### src/rtl/data_mux_scan_sequencer_if.sv
// Bundle of scan-control, fast-control and mux-side signals for the data mux scan sequencer.
// The sequencer connects through the slave modport; the controlling side uses master.
interface data_mux_scan_sequencer_if #(
    parameter int unsigned N_INPUTS = 16
);
    logic                start;
    logic [N_INPUTS-1:0] enable_mask;
    logic [15:0]         words_per_input;
    logic                fc_orbitSync;
    logic                fc_linkReset;
    logic                beat;
    logic [3:0]          output_select;
    logic                capture_window;
    logic                busy;
    logic                done;
    logic                aborted;
    logic [N_INPUTS-1:0] timeout_flags;

    modport master (
        output start, enable_mask, words_per_input, fc_orbitSync, fc_linkReset, beat,
        input  output_select, capture_window, busy, done, aborted, timeout_flags
    );

    modport slave (
        input  start, enable_mask, words_per_input, fc_orbitSync, fc_linkReset, beat,
        output output_select, capture_window, busy, done, aborted, timeout_flags
    );
endinterface

### src/rtl/data_mux_scan_sequencer.sv
// Steps the data mux output_select through each enabled input, orbit-aligned on the first one.
// Optional per-input idle-beat watchdog is compiled in with DATA_MUX_SEQ_TIMEOUT_EN.
module data_mux_scan_sequencer #(
    parameter int unsigned N_INPUTS       = 16,
    parameter int unsigned SETTLE_CYCLES  = 4,
    parameter int unsigned TIMEOUT_CYCLES = 4096
) (
    input logic                        clk,
    input logic                        reset,
    data_mux_scan_sequencer_if.slave   seq
);

    typedef enum logic [1:0] {StIdle, StWaitSync, StSettle, StCapture} state_e;

    // The counter is loaded one short so SETTLE lasts exactly SETTLE_CYCLES cycles.
    localparam logic [7:0] SettleLoad = 8'(SETTLE_CYCLES - 1);

    state_e              state_q;
    logic [N_INPUTS-1:0] mask_q;
    logic [15:0]         words_q;
    logic [3:0]          sel_q;
    logic [7:0]          settle_cnt_q;
    logic [15:0]         beat_cnt_q;
    logic                cap_q;
    logic                busy_q;
    logic                done_q;
    logic                aborted_q;
    logic [N_INPUTS-1:0] tflags_q;

    logic [3:0] first_idx;
    logic       first_found;
    logic [3:0] next_idx;
    logic       next_found;
    logic       advance;
    logic       timeout_hit;

`ifdef DATA_MUX_SEQ_TIMEOUT_EN
    localparam logic [12:0] TimeoutLimit = 13'(TIMEOUT_CYCLES);
    logic [12:0] idle_cnt_q;
`else
    logic unused_timeout_cfg;
    assign unused_timeout_cfg = (TIMEOUT_CYCLES != 0);
`endif

    // Descending scan so the lowest qualifying index is the one left standing.
    always_comb begin
        first_idx   = '0;
        first_found = 1'b0;
        next_idx    = '0;
        next_found  = 1'b0;
        for (int i = int'(N_INPUTS) - 1; i >= 0; i--) begin
            if (seq.enable_mask[i]) begin
                first_idx   = 4'(i);
                first_found = 1'b1;
            end
            if (mask_q[i] && (4'(i) > sel_q)) begin
                next_idx   = 4'(i);
                next_found = 1'b1;
            end
        end
    end

    always_comb begin
        advance     = 1'b0;
        timeout_hit = 1'b0;
        case (state_q)
            StSettle:  advance = (settle_cnt_q == 8'd0) && (words_q == 16'd0);
            StCapture: begin
`ifdef DATA_MUX_SEQ_TIMEOUT_EN
                timeout_hit = !seq.beat && ((idle_cnt_q + 13'd1) == TimeoutLimit);
`endif
                advance = (seq.beat && ((beat_cnt_q + 16'd1) == words_q)) || timeout_hit;
            end
            default:   advance = 1'b0;
        endcase
    end

    always_ff @(posedge clk) begin
        if (reset) begin
            state_q      <= StIdle;
            mask_q       <= '0;
            words_q      <= '0;
            sel_q        <= '0;
            settle_cnt_q <= '0;
            beat_cnt_q   <= '0;
            cap_q        <= 1'b0;
            busy_q       <= 1'b0;
            done_q       <= 1'b0;
            aborted_q    <= 1'b0;
            tflags_q     <= '0;
`ifdef DATA_MUX_SEQ_TIMEOUT_EN
            idle_cnt_q   <= '0;
`endif
        end else begin
            done_q <= 1'b0;
            unique case (state_q)
                StIdle: begin
                    if (seq.start) begin
                        aborted_q <= 1'b0;
                        tflags_q  <= '0;
                        if (first_found) begin
                            mask_q  <= seq.enable_mask;
                            words_q <= seq.words_per_input;
                            sel_q   <= first_idx;
                            busy_q  <= 1'b1;
                            state_q <= StWaitSync;
                        end else begin
                            done_q <= 1'b1;
                        end
                    end
                end
                StWaitSync: begin
                    if (seq.fc_orbitSync) begin
                        settle_cnt_q <= SettleLoad;
                        state_q      <= StSettle;
                    end
                end
                StSettle: begin
                    if (settle_cnt_q != 8'd0) begin
                        settle_cnt_q <= settle_cnt_q - 8'd1;
                    end else if (words_q != 16'd0) begin
                        beat_cnt_q <= '0;
                        cap_q      <= 1'b1;
                        state_q    <= StCapture;
`ifdef DATA_MUX_SEQ_TIMEOUT_EN
                        idle_cnt_q <= '0;
`endif
                    end
                end
                StCapture: begin
                    if (seq.beat) begin
                        beat_cnt_q <= beat_cnt_q + 16'd1;
                    end
`ifdef DATA_MUX_SEQ_TIMEOUT_EN
                    idle_cnt_q <= seq.beat ? 13'd0 : idle_cnt_q + 13'd1;
                    if (timeout_hit) begin
                        tflags_q[sel_q] <= 1'b1;
                    end
`endif
                end
                default: state_q <= StIdle;
            endcase

            if (advance) begin
                cap_q <= 1'b0;
                if (next_found) begin
                    sel_q        <= next_idx;
                    settle_cnt_q <= SettleLoad;
                    state_q      <= StSettle;
                end else begin
                    busy_q  <= 1'b0;
                    done_q  <= 1'b1;
                    state_q <= StIdle;
                end
            end

            // Link reset overrides any same-cycle completion.
            if (seq.fc_linkReset && (state_q != StIdle)) begin
                state_q   <= StIdle;
                cap_q     <= 1'b0;
                busy_q    <= 1'b0;
                done_q    <= 1'b0;
                aborted_q <= 1'b1;
            end
        end
    end

    assign seq.output_select  = sel_q;
    assign seq.capture_window = cap_q;
    assign seq.busy           = busy_q;
    assign seq.done           = done_q;
    assign seq.aborted        = aborted_q;
`ifdef DATA_MUX_SEQ_TIMEOUT_EN
    assign seq.timeout_flags  = tflags_q;
`else
    assign seq.timeout_flags  = '0;
    logic unused_tflags;
    assign unused_tflags = ^tflags_q;
`endif

endmodule
### src/flat_wrapper.sv
// flat-port wrapper written by rule: the top's interface ports become plain ports
module data_mux_scan_sequencer_flat 
#(
    parameter int unsigned N_INPUTS       = 16,
    parameter int unsigned SETTLE_CYCLES  = 4,
    parameter int unsigned TIMEOUT_CYCLES = 4096
)
  (clk, reset, seq_start, seq_enable_mask, seq_words_per_input, seq_fc_orbitSync, seq_fc_linkReset, seq_beat, seq_output_select, seq_capture_window, seq_busy, seq_done, seq_aborted, seq_timeout_flags);
  data_mux_scan_sequencer_if #(.N_INPUTS(N_INPUTS)) seq_i ();
  input logic clk;
  input logic reset;
  input wire logic [$bits(seq_i.start)-1:0] seq_start;
  input wire logic [$bits(seq_i.enable_mask)-1:0] seq_enable_mask;
  input wire logic [$bits(seq_i.words_per_input)-1:0] seq_words_per_input;
  input wire logic [$bits(seq_i.fc_orbitSync)-1:0] seq_fc_orbitSync;
  input wire logic [$bits(seq_i.fc_linkReset)-1:0] seq_fc_linkReset;
  input wire logic [$bits(seq_i.beat)-1:0] seq_beat;
  output wire logic [$bits(seq_i.output_select)-1:0] seq_output_select;
  output wire logic [$bits(seq_i.capture_window)-1:0] seq_capture_window;
  output wire logic [$bits(seq_i.busy)-1:0] seq_busy;
  output wire logic [$bits(seq_i.done)-1:0] seq_done;
  output wire logic [$bits(seq_i.aborted)-1:0] seq_aborted;
  output wire logic [$bits(seq_i.timeout_flags)-1:0] seq_timeout_flags;
  assign seq_i.start = seq_start;
  assign seq_i.enable_mask = seq_enable_mask;
  assign seq_i.words_per_input = seq_words_per_input;
  assign seq_i.fc_orbitSync = seq_fc_orbitSync;
  assign seq_i.fc_linkReset = seq_fc_linkReset;
  assign seq_i.beat = seq_beat;
  assign seq_output_select = seq_i.output_select;
  assign seq_capture_window = seq_i.capture_window;
  assign seq_busy = seq_i.busy;
  assign seq_done = seq_i.done;
  assign seq_aborted = seq_i.aborted;
  assign seq_timeout_flags = seq_i.timeout_flags;
  data_mux_scan_sequencer #(.N_INPUTS(N_INPUTS), .SETTLE_CYCLES(SETTLE_CYCLES), .TIMEOUT_CYCLES(TIMEOUT_CYCLES)) u_core (.clk(clk), .reset(reset), .seq(seq_i));
endmodule
### config.mk
export PLATFORM = sky130hd
export DESIGN_NAME = data_mux_scan_sequencer_flat
export DESIGN_NICKNAME = d
export VERILOG_FILES = /design/src/rtl/data_mux_scan_sequencer_if.sv /design/src/rtl/data_mux_scan_sequencer.sv /design/src/flat_wrapper.sv
export SDC_FILE = /design/constraint.sdc
export NUM_CORES = 1
export LEC_CHECK = 0
export CAP_MARGIN = 20
export CORE_ASPECT_RATIO = 2
export CORE_MARGIN = 5
export CORE_UTILIZATION = 40
export CTS_BUF_LIST = sky130_fd_sc_hd__clkbuf_4 sky130_fd_sc_hd__clkbuf_8
export DETAILED_ROUTE_END_ITERATION = 10
export PLACE_DENSITY = 0.62
export SKIP_CTS_REPAIR_TIMING = 1
export SYNTH_ARGS = -nofsm -noshare
export SYNTH_HDL_FRONTEND = slang
export SYNTH_SLANG_ARGS = --single-unit
### constraint.sdc
create_clock -name clk -period 8 [get_ports clk]
set_clock_uncertainty 0.05 [all_clocks]
set_input_delay 1.6 -clock clk [delete_from_list [all_inputs] [get_ports clk]]
set_output_delay 1.6 -clock clk [all_outputs]
set_load 0.01 [all_outputs]
# After elaboration in Yosys (flattened, before gate mapping)
# Cells that the tools add are included.
[classes]
add_sub_neg = 2
mux = 100
order_cmp = 16
bitwise_logic = 1
n_reduce_logical = 36
eq_ne = 12
[op_table]
columns = ["operator", "count"]
rows = [
  ["4-bit 2-to-1 mux", 37],
  ["16-bit 2-to-1 mux", 3],
  ["1-bit 2-to-1 mux", 45],
  ["4-bit > comparator, first input constant", 8],
  ["8-bit 2-to-1 mux", 4],
  ["16-bit one-hot mux with 2 select lines", 1],
  ["1-bit logical AND", 19],
  ["16-bit by 1-bit adder with 16-bit output, second input constant", 1],
  ["16-bit == test", 1],
  ["3-bit by 4-bit > comparator with 1-bit output, first input constant", 4],
  ["16-bit logical NOT", 1],
  ["8-bit one-hot mux with 2 select lines", 1],
  ["16-bit nonzero test", 1],
  ["2-bit 2-to-1 mux", 7],
  ["3-bit by 2-bit != test with 1-bit output, second input constant", 3],
  ["1-bit by 4-bit > comparator with 1-bit output, first input constant", 2],
  ["2-bit by 4-bit > comparator with 1-bit output, first input constant", 2],
  ["8-bit logical NOT", 1],
  ["2-bit nonzero test", 4],
  ["8-bit nonzero test", 1],
  ["8-bit by 1-bit subtractor with 8-bit output, second input constant", 1],
  ["3-bit by 1-bit != test with 1-bit output, second input constant", 2],
  ["2-bit one-hot mux with 3 select lines", 1],
  ["3-bit AND reduction", 2],
  ["13 further kinds", 15],
]
[word_totals]
inputBits = 38
regBits = 66
output_inout_bits = 24
wordCells = 177

# Depth between registers and ports, before layout
[depth]
word_depth = 21
ltp_mapped = 12
mapped_depth_nobuf = 9

# Least setup slack after synthesis
# Ideal clock, no wire load.
[synth_timing]
path_kind = "input to register"
startpoint = "input seq_beat"
endpoint = "register u_core.settle_cnt_q[2]"
required_time_ps = 7818
setup_ps = 132
path_slack_ps = 4715
stages = 9
arrival_ps = 3103
path_buffers = 1
cell_sequence = "nand2_1 > a2111oi_0 > o211ai_1 > a2111oi_0 > nand3_1 > o21ai_0 > and2_1 > buf_2 > nor3_1"
[synth_between]
elab_chain_len = 3
[synth_rtl]
columns = ["item", "line", "source"]
rows = [
  ["from (decl)", "flat_wrapper.sv:17", "input wire logic [$bits(seq_i.beat)-1:0] seq_beat;"],
  ["1-bit logical AND", "data_mux_scan_sequencer.sv:72", "advance = (seq.beat && ((beat_cnt_q + 16'd1) == words_q)) || timeout_hit;"],
  ["1-bit one-hot mux with 2 select lines", "data_mux_scan_sequencer.sv:66", "case (state_q)"],
  ["8-bit 2-to-1 mux", "data_mux_scan_sequencer.sv:144", "if (advance) begin"],
  ["to (signal assigned)", "data_mux_scan_sequencer.sv:114", "settle_cnt_q <= SettleLoad;"],
  ["to (signal assigned)", "data_mux_scan_sequencer.sv:120", "settle_cnt_q <= settle_cnt_q - 8'd1;"],
  ["to (signal assigned)", "data_mux_scan_sequencer.sv:148", "settle_cnt_q <= SettleLoad;"],
  ["to (decl)", "data_mux_scan_sequencer.sv:22", "logic [7:0] settle_cnt_q;"],
]
# No other way between the ends.
# A chain may end at the register's enable or synchronous reset.

# Final worst setup path
[layout_timing]
startpoint = "input seq_beat"
endpoint = "register u_core.settle_cnt_q[3]"
# Same word-level chain as after synthesis.

==> out/results.ini <==
[floorplan]
core_area_sq_um=10810
fp.dieH_um=157.3
rows=54
dieArea_sq_um=13160
start_util_pct=40.16
io_pins=62
die_w_um=83.67

[clock_tree]
htreeDepth=3
clk_latency_ns=0.35
cts_buffers=9
cts.clk_slew.worst_paths_ns=0.08
cts_buffer_depth=2
cts_tree=yes
cts.sinks=65
cts_root_buffer=clkbuf_8

[synthesis]
syn-cell-area_sq_um=4342
seq_area_frac_synth_pct=29.97
synth.distinct_cells=62
ys_warn_count=0
syn_inst=599
avgSynthCellArea_sq_um=7.248
ys_seq_elements=65
async_reset_ff_share_pct=0
synth_edf_count=0
ys.flop_type=dfxtp_1

[sta]
final.min_clock_period_ns=4.098
relSlewSlack_pct=49.16
rsz0062_at_grt=false
fin_crit_sh_pct=51.22
setup_violations=0
tightest_slew_ns=0.7568
hold_viol=0
setup-tns-final_ns=0
slew_violations=0
max_freq_ghz=0.2440

[grt]
grt_pass1_vias=4330
antenna_found_initial=0
grt.total_usage_pct=20.04
gr-total-overflow=0
grt_max_degree=65
grt_pass1_wl_um=21140

[worst_setup_path]
cp_max_fo=6
crit_arrival_ns=4.26
end_kind=flop
required_ns=8.16
cp-start-kind=primary input
setup.worst_path.class=in -> reg

[status]
outcome=complete, no violations

[placement]
numPortBuffers=45
gp_congestion=0.9314
dp.final_hpwl_um=10110
dpl.cell_count=748

[route]
vias=4426
ant_nets=0
first_pass_iters=5
drt_iter0_drc=335
drt_wl_total_um=13400
via_per_inst=5.801
route.detailed.drc=0
wl_per_cell_um=17.56

[finish]
drive_above_1_share_pct=5.778
fill_cells=1175
stdcell_count=763
antenna_cells=0
area_growth_pct=12.10
fin_nets=665

[power]
powerDensity_nw_per_um2=243.1
p_leak_nw=1.707
peakVddDrop_v=0.0001224

[hold_path]
worst_hold_path_type=reg -> reg

[job]
cap_violations=0

==> metal layers <==
layer | track usage, % | vias to the layer above | wire length (um)
met5 | 0 | - | 0
met4 | 11.35 | 0 | 633
met3 | 2.514 | 46 | 520
met2 | 41.17 | 154 | 7631
met1 | 18.25 | 2078 | 4609
li1 | - | 2148 | -
==> area by class of cell <==
type                       count  area, sq um  area share (%)
inverter                      15        56.30           1.157
timing repair buffer          47        460.4           9.460
clock inverter                 5        33.78          0.6941
tap                          140        175.2           3.599
clock buffer                  10        131.4           2.699
multi-input combinational    481         2709           55.66
sequential                    65         1301           26.74
==> worst paths after layout <==
| kind | slack, ns | end | cells past startpoint | from |
|---|---|---|---|---|
| hold / removal | 0.42 | u_core.mask_q[6] | 2 | u_core.mask_q[6] |
| setup reg to reg | 4.58 | u_core.settle_cnt_q[3] | 9 | u_core.state_q[1] |
| hold reg to reg | 0.42 | u_core.mask_q[6] | 2 | u_core.mask_q[6] |
| setup / recovery | 3.90 | u_core.settle_cnt_q[3] | 9 | seq_beat |
==> per-stage QoR <==
stage                     hold slack [ns]  power, mW  area, sq um  setup slack, ns  util [%]
final                              0.4157      1.183         4867            3.902     45.02
after global routing               0.4515      1.265         4867            3.596     45.02
after CTS                          0.4114      1.185         4867            3.906     45.02
after detailed placement           0.4014     0.9348         4702            3.518     43.50
after global placement             0.3976     0.9266         4702            3.562     43.50
after floorplan                    0.3829     0.7874         4398            4.715         -
==> kinds of logic (layout without fill, tap and decap cells) <==
| family | Yosys count | in the layout | synth area share (%) |
|---|---|---|---|
| xor+xnor | 18 | 18 | 3.631 |
| simple gates | 262 | 262 | 29.42 |
| mux | 3 | 3 | 0.7205 |
| fa+ha+maj | 8 | 8 | 2.306 |
| buf+inv | 68 | 77 | 8.991 |
| compound gates | 174 | 174 | 24.87 |
| flops | 65 | 65 | 29.97 |
| other cells | 1 | 16 | 0.08637 |
==> synthesized netlist by cell type, types with 14 or more instances <==
| master | n | area share (%) |
|---|---|---|
| a21oi_1 | 84 | 9.7 |
| buf_4 | 21 | 3.6 |
| clkbuf_1 | 21 | 1.8 |
| dfxtp_1 | 65 | 30 |
| inv_1 | 15 | 1.3 |
| nand2_1 | 104 | 9.0 |
| nand3_1 | 16 | 1.8 |
| nor2_1 | 46 | 4.0 |
| nor3_1 | 26 | 3.0 |
| nor4_1 | 14 | 2.0 |
| o21ai_0 | 25 | 2.9 |
| xnor2_1 | 16 | 3.2 |
==> registers in the layout (all words and copies together), names as in the netlist <==
signal / flops
u_core.seq.output_select: 4
u_core.seq.done: 1
u_core.seq.capture_window: 1
u_core.words_q: 16
u_core.settle_cnt_q: 8
u_core.beat_cnt_q: 16
u_core.state_q: 2
u_core.seq.busy: 1
u_core.mask_q: 15
u_core.seq.aborted: 1
==> report_power, final <==
group / internal [mW] / leakage [nW] / switching, mW
Sequential: 0.367 / 0.530 / 0.0648
Combinational: 0.194 / 1.10 / 0.308
Clock: 0.113 / 0.0815 / 0.135
Total: 0.675 / 1.71 / 0.508
==> worst max-delay path: stages <==
cell and delay [ns]:
clkdlybuf4s50_1 0.49, nand2_1 0.08, a2111oi_0 0.39, o211ai_1 0.22, a2111oi_0 0.44, nand3_1 0.19, o21ai_0 0.44, and2_1 0.33
nor3_1 0.08
==> cell usage in the layout (no fill, tap or decap), types with 14 or more instances in the layout <==
cell and count:
inv_1 15, nor2_1 45, a21oi_1 84, nand2_1 104
xnor2_1 16, nor4_1 14, nand3_1 16, clkdlybuf4s50_1 44
nor3_1 26, o21ai_0 25, dfxtp_1 65, conb_1 16
Note: power is estimated with default switching activity, not from simulation.
==> variant: new RTL, config.mk and constraints unchanged <==
Build with the macro `DATA_MUX_SEQ_TIMEOUT_EN` defined.
--- a/src/rtl/data_mux_scan_sequencer.sv
+++ b/src/rtl/data_mux_scan_sequencer.sv
@@ -1,4 +1,6 @@
 // Steps the data mux output_select through each enabled input, orbit-aligned on the first one.
 // Optional per-input idle-beat watchdog is compiled in with DATA_MUX_SEQ_TIMEOUT_EN.
+`define DATA_MUX_SEQ_TIMEOUT_EN
+
 module data_mux_scan_sequencer #(
     parameter int unsigned N_INPUTS       = 16,
Behaviour: no difference found for any inputs over 4 cycles, from zero or initial values and one cycle with reset high; that may be too few to reach the edited logic, so the function may still have changed.
==> variant against the unedited design <==
- power is 25% higher
- worst setup slack worse by 0.039 ns
- area after synthesis is 25% higher
- critical path depth is 1 lower
- sequential power is 34% higher
- sequential share of layout area is 3.0 points higher
- wire length is 22% higher
- combinational power is 4.8% higher
- core utilization is 2.1 points higher
- die area is 23% higher
- cell area is 30% higher
- count of clock-buffer cells in the layout is 1 higher
- sequential cell count is 29 higher
- largest cell class unchanged
- critical path type unchanged
==> variant: results (changes against the unedited design) <==
| Metric | Value |
|---|---|
| Leakage | `2.182 nW (+28%)` |
| Reg2reg path depth | `8 (-1)` |
| Net Sw Frac | `38.45% (-4.5 points)` |
| Syn Inst Count | `735 (+23%)` |
| Crit-path max FO | `17 (+11)` |
| CP max stage delay | `0.60 ns (+0.11 ns)` |
| Peak supply drop | `168.6 uV (+38%)` |
| Met3 wire len | `748 um (+44%)` |
| Via count | `5570 (+26%)` |
| DRC violation total after the first TritonRoute iteration | `321 (-4.2%)` |
| # nets final | `820 (+23%)` |
| Post-Place Worst Slack | `3.522 ns (+0.004010 ns)` |
| RR Startpoint | `u_core.idle_cnt_q[0]` |
| Met1 GRT Util | `19.66% (+1.4 points)` |
| Worst Max-Slew Pin Slew | `0.8600 ns (+0.1032 ns)` |
| Vias in the first global route | `5527 (+28%)` |
| Wire length of the first global-routing pass | `26.76 mm (+27%)` |
| Post-DP HPWL | `12.06 mm (+19%)` |
| Clock slew at reported path FFs | `0.10 ns (+0.02 ns)` |
| Sequential fraction of the synthesis area | `34.62% (+4.7 points)` |
| RR Endpoint | `u_core.seq.timeout_flags[15]` |
| Routability cong. | `0.9504 (+2.0%)` |
| P_seq | `0.000579 W (+34%)` |
| Worst hold slack | `0.4162 ns (+0.0004920 ns)` |
| Status | `finished clean` |
| Worst skew pair latency | `0.37 ns (+0.02 ns)` |
| R2R setup slack | `4.46 ns (-0.12 ns)` |
==> variant: cell families (layout without fill, tap and decap cells) <==
| group | after synthesis | in the layout | share of synthesized area (%) |
|---|---|---|---|
| and+or+nand+nor | 325 | 325 | 29.10 |
| AOI/OAI and AO/OA | 219 | 219 | 24.31 |
| DFF | 94 | 94 | 34.62 |
| buffers and inverters | 57 | 99 | 4.558 |
| xor gates and xnor gates | 25 | 25 | 4.167 |
| adders and majority gates | 10 | 10 | 2.302 |
| muxes | 5 | 5 | 0.9438 |
==> variant: area by class of cell <==
| class | count | area [um2] |
|---|---|---|
| multi-input cells | 584 | 3308 |
| clock inverters | 5 | 88.84 |
| well taps | 155 | 193.9 |
| fillers | 1316 | 7107 |
| inverters | 17 | 63.81 |
| flip-flops and latches | 94 | 1882 |
| repair buffers | 66 | 643.1 |
| clock buffers | 11 | 151.4 |
